**src/rtl/stopwatch_display.sv**
```systemverilog
// Scanned 4-digit 7-segment driver with blink of the field under adjustment.
// Optional: define LEADING_ZERO_BLANK_EN to suppress a zero minutes-tens digit.
module stopwatch_display #(
  parameter int REFRESH_DIV = 100000,
  parameter int BLINK_DIV   = 25000000
) (
  input  logic       clock,
  input  logic       reset,
  input  logic [3:0] min_tenth,
  input  logic [3:0] min_ones,
  input  logic [3:0] sec_tenth,
  input  logic [3:0] sec_ones,
  input  logic       adj,
  input  logic       sel,
  output logic [3:0] an,
  output logic [7:0] seg
);

  localparam int RW = $clog2(REFRESH_DIV);
  localparam int BW = $clog2(BLINK_DIV);

  logic [RW-1:0] ref_cnt;
  logic [BW-1:0] blk_cnt;
  logic [1:0]    idx;
  logic          blink_phase;

  logic       ref_tc;
  logic       blk_tc;
  logic       blink_next;
  logic       lz_blank;
  logic       blank;
  logic [3:0] digit;
  logic [6:0] glyph;
  logic [3:0] an_next;
  logic [7:0] seg_next;

  assign ref_tc = (ref_cnt == RW'(REFRESH_DIV - 1));
  assign blk_tc = (blk_cnt == BW'(BLINK_DIV - 1));

  // a slot starting on a blink toggle sees the new phase
  assign blink_next = blk_tc ? ~blink_phase : blink_phase;

  always_comb begin
    digit = sec_ones;
    unique case (idx)
      2'd0: digit = sec_ones;
      2'd1: digit = sec_tenth;
      2'd2: digit = min_ones;
      2'd3: digit = min_tenth;
    endcase
  end

  always_comb begin
    glyph = 7'b0111111;
    case (digit)
      4'd0: glyph = 7'b1000000;
      4'd1: glyph = 7'b1111001;
      4'd2: glyph = 7'b0100100;
      4'd3: glyph = 7'b0110000;
      4'd4: glyph = 7'b0011001;
      4'd5: glyph = 7'b0010010;
      4'd6: glyph = 7'b0000010;
      4'd7: glyph = 7'b1111000;
      4'd8: glyph = 7'b0000000;
      4'd9: glyph = 7'b0010000;
      default: glyph = 7'b0111111;
    endcase
  end

`ifdef LEADING_ZERO_BLANK_EN
  assign lz_blank = (idx == 2'd3) && (min_tenth == 4'd0);
`else
  assign lz_blank = 1'b0;
`endif

  assign blank = lz_blank |
    (adj & blink_next & (sel ? ~idx[1] : idx[1]));

  always_comb begin
    an_next  = 4'b1111;
    seg_next = 8'hFF;
    if (!blank) begin
      an_next  = ~(4'b0001 << idx);
      seg_next = {(idx != 2'd2), glyph};
    end
  end

  always_ff @(posedge clock or negedge reset) begin
    if (!reset) begin
      ref_cnt     <= '0;
      blk_cnt     <= '0;
      idx         <= 2'd0;
      blink_phase <= 1'b0;
      an          <= 4'b1111;
      seg         <= 8'hFF;
    end else begin
      ref_cnt     <= ref_tc ? '0 : ref_cnt + RW'(1);
      blk_cnt     <= blk_tc ? '0 : blk_cnt + BW'(1);
      blink_phase <= blink_next;
      if (ref_tc) begin
        idx <= idx + 2'd1;
        an  <= an_next;
        seg <= seg_next;
      end
    end
  end

endmodule

```
**config.mk**
```make
export PLATFORM = sky130hd
export DESIGN_NAME = stopwatch_display
export DESIGN_NICKNAME = d
export VERILOG_FILES = /design/src/rtl/stopwatch_display.sv
export SDC_FILE = /design/constraint.sdc
export NUM_CORES = 1
export LEC_CHECK = 0
export BUFFER_PORTS_ARGS = -buffer_cell sky130_fd_sc_hd__buf_2
export CORE_MARGIN = 10
export CORE_UTILIZATION = 40
export CTS_CLUSTER_SIZE = 20
export DETAILED_ROUTE_END_ITERATION = 7
export MAX_ROUTING_LAYER = met4
export PLACE_DENSITY = 0.68
export SLEW_MARGIN = 20
export SYNTH_ARGS = -nofsm -noshare
export SYNTH_HDL_FRONTEND = slang
export SYNTH_SLANG_ARGS = --single-unit
export TNS_END_PERCENT = 100
```
**constraint.sdc**
```tcl
create_clock -name clock -period 1.9 [get_ports clock]
set_input_delay 0 -clock clock [delete_from_list [all_inputs] [get_ports clock]]
set_output_delay 0 -clock clock [all_outputs]
set_load 0.005 [all_outputs]
```
==> summary.md <==
| Metric | Value |
|---|---|
| Ant diodes | `0` |
| Fmax | `513 MHz` |
| Via count | `2336` |
| Die Wd | `105 microns` |
| R2R cell count | `8` |
| Post-synth ARST share | `100%` |
| CP endpoint kind | `flop` |
| Endpoints failing setup | `5` |
| Layout filler cell count | `617` |
| Gr ovfl total | `0` |
| Clk sinks | `56` |
| Number of synthesized flops with an enable pin | `0` |
| Yosys top cell by area | `dfrtp_1` |
| Pwr dens | `548 mW/mm^2` |
| Seq/Total Area, Yosys | `48.9%` |
| Clock Skew | `0.00774 ns` |
| Final GP Congestion | `0.875` |
| Hold Vio Cnt, Final | `0` |
| Reg2reg end | `seg[4]$_DFFE_PN1N_` |
| Min Clock Period, post-route | `1.95 ns` |
| Antenna violation net count after detailed routing | `0` |
| Setup WS post-layout | `-0.0504 ns` |
| Gr usage total | `11.6%` |
| Data required time of the critical path | `2.15 ns` |
| Part of the power in registers | `56.6%` |
| CTS tree | `yes` |
| Max Slew Vio Count | `0` |
| Detailed Routing Iterations Pass 1 | `4` |
| # rows | `30` |
| Nets | `392` |
| H-Tree Level Count | `2` |
| Initial antenna violation count | `0` |
| Clock network fraction of total power | `38.0%` |
| Avg Cell Area, Syn | `10.2 sq um` |
| Vias in the first global route | `2363` |
| Detailed Place HPWL | `4540 microns` |
| Slew headroom | `70.7%` |
| Crit start category | `flop` |
| Final Util | `55.6%` |
| Worst hold path type | `primary input to asynchronous set/reset pin` |
| Peak VDD IR | `0.370 mV` |
| Worst-Margin Slew | `0.436 ns` |
| Worst reg-to-reg setup slack | `-0.05 ns` |
| Placeable Area | `0.00691 sq mm` |
| Total CTS buffers | `5` |
| Layout cells sized above 1 | `38.3%` |
| Syn_nets | `314` |
| Clk Tree Root Cell | `clkbuf_8` |
| Largest net degree at the start of global routing | `50` |
| GRT met2 Usage | `18.1%` |
| Internal power | `1650 uW` |
| Crit path DAT | `2.20 ns` |
| Routed len/inst | `14.6 microns` |
| Die area | `0.0110 sq mm` |
| Grt met3 use | `1.54%` |
| Overall routed net length | `6700 microns` |
| Worst r2r src | `idx[0]$_DFFE_PN0N_` |
| Setup TNS | `-0.160 ns` |
| Synth-to-layout area growth | `32.6%` |
| Initial Util | `41.9%` |
| Leak pwr | `0.00173 uW` |
| Avg Vias per Cell | `5.09` |
| Yosys warning count | `0` |
| Commonest non-fill, non-tap cells in the layout | `43 x dfrtp_1, 42 x nor2_1, 41 x buf_4, 31 x buf_2, 19 x xnor2_1` |
| Commonest non-fill, non-tap cell in the layout | `dfrtp_1` |
| Setup WS pre-CTS | `-0.162 ns` |
| Residual DRC | `0` |
| Net switching power | `453 uW` |
| Sw Ratio | `21.5%` |
| IO Port Bufs | `31` |
| Met1 GRT Util | `15.1%` |
| Initial DRC count | `164` |
| GRT Max-Usage Layer | `met2` |
| Yosys cell types | `44` |
| Die height | `105 microns` |
| Main synth FF type | `dfrtp_1` |
| First-pass GRT wire length | `10700 microns` |
| Largest fanout on the critical path | `5` |
| Clock transition at path regs | `0.10 ns` |
| Failing checks | `negative setup slack` |
| #FFs+latches synth | `56` |
| Synthesized cell area | `0.00290 sq mm` |
| CTS Buffer Depth | `2` |
| I/O pin total | `32` |
| Worst Setup Path Type | `flop to flop` |
| Status | `complete, but fails checks` |
| Final period util | `103%` |
| Max Cap Viol | `0` |
| Post-synthesis cell count | `284` |
| Share of Yosys cell area claimed by the top area cell type | `38.9%` |
| Clk_lat worst skew | `0.31 ns` |
| Logic pwr share | `5.4%` |
| RSZ-0062 raised after global routing | `yes` |
| Area contributors post-synth | `dfrtp_1 39%, dfstp_2 10%, xnor2_1 5.7%` |
-- layer usage --
layer	up-vias	part of all wire, %
li1	1141	-
met1	1134	48
met2	54	48
met3	7	2.8
met4	0	1.5
met5	-	0
-- state kept, by name, indices dropped and copies added (netlist names) --
| register | count |
|---|---|
| blk_cnt | 25 |
| ref_cnt | 17 |
| seg | 8 |
| an | 3 |
| idx | 2 |
| blink_phase | 1 |
-- cell usage after synthesis, drive strengths merged, types with 6 or more instances --
master and instances:
nor2 43, o21ai 8, inv 13, clkbuf 6, or3 6, a21oi 13, dfrtp 45, xor2 18
nor4 6, nor3 7, ha 10, nand4 9, xnor2 19, nand2 14, nand3 17, dfstp 11
-- timing repair --
action                     in CTS  in global routing
hold buffers                    1                  0
cloned                          0                  0
pin swaps                      12                  4
buffers inserted               10                  4
hold endpoints to repair       46                  0
setup endpoints to repair       7                 24
gates resized for setup        16                 28
-- critical path: stages, from the launching register on --
cell      delay (ns)
dfrtp_2         0.46
buf_6           0.13
ha_4            0.17
a222oi_1        0.33
mux2_4          0.26
buf_4           0.14
nor2_1          0.05
a32o_1          0.22
a21oi_2         0.13
-- metrics by stage --
step | hold slack (ns) | power, uW | std cells | instance area [sq um]
after floorplan | -0.296 | 1250 | 284 | 2910
after global placement | -0.135 | 1310 | 436 | 3410
after detailed placement | -0.138 | 1310 | 436 | 3410
after CTS | 0.0675 | 2100 | 455 | 3680
after global routing | 0.0837 | 2170 | 459 | 3840
final | 0.0754 | 2110 | 459 | 3840
-- power groups by stage --
stage | clock network, uW | logic, uW | registers, uW
floorplan | 0 | 33.5 | 1210
global placement | 0 | 94.4 | 1210
detailed placement | 0 | 94.4 | 1210
CTS | 805 | 102 | 1190
global route | 854 | 124 | 1190
finish | 801 | 113 | 1190
-- how the worst max path moves through the flow --
stage / from / end / slack (ns) / cells past startpoint
final: idx[0]$_DFFE_PN0N_ / seg[4]$_DFFE_PN1N_ / -0.05 / 8
after global routing: idx[1]$_DFFE_PN0N_ / seg[3]$_DFFE_PN1N_ / -0.11 / 8
after CTS: idx[0]$_DFFE_PN0N_ / seg[3]$_DFFE_PN1N_ / -0.04 / 7
after detailed placement: idx[1]$_DFFE_PN0N_ / seg[3]$_DFFE_PN1N_ / -0.16 / 7
after global placement: idx[1]$_DFFE_PN0N_ / seg[1]$_DFFE_PN1N_ / -0.04 / 8
after floorplan: idx[1]$_DFFE_PN0N_ / seg[0]$_DFFE_PN1N_ / -0.006 / 7
-- cell type report --
type                       count  area, sq um  area share [%]
multi-input combinational    205         1550            40.3
sequential                    56         1420            36.9
timing repair buffer          81          581            15.1
clock buffer                   8          121            3.16
tap                           96          120            3.13
inverter                      13         51.3            1.34
-- logic make-up (layout without fill, tap and decap cells) --
| group | after synthesis | in the layout | share of synthesized area (%) |
|---|---|---|---|
| AND/OR/NAND/NOR | 119 | 119 | 21.6 |
| flip-flops | 56 | 56 | 48.9 |
| XOR/XNOR | 37 | 37 | 11.2 |
| AO/OA/AOI/OAI | 34 | 34 | 8.56 |
| buffers and inverters | 23 | 102 | 3.67 |
| adder cells (fa/ha/maj) | 10 | 10 | 4.32 |
| multiplexers | 5 | 5 | 1.82 |
Note: power is estimated with default switching activity, not from simulation.
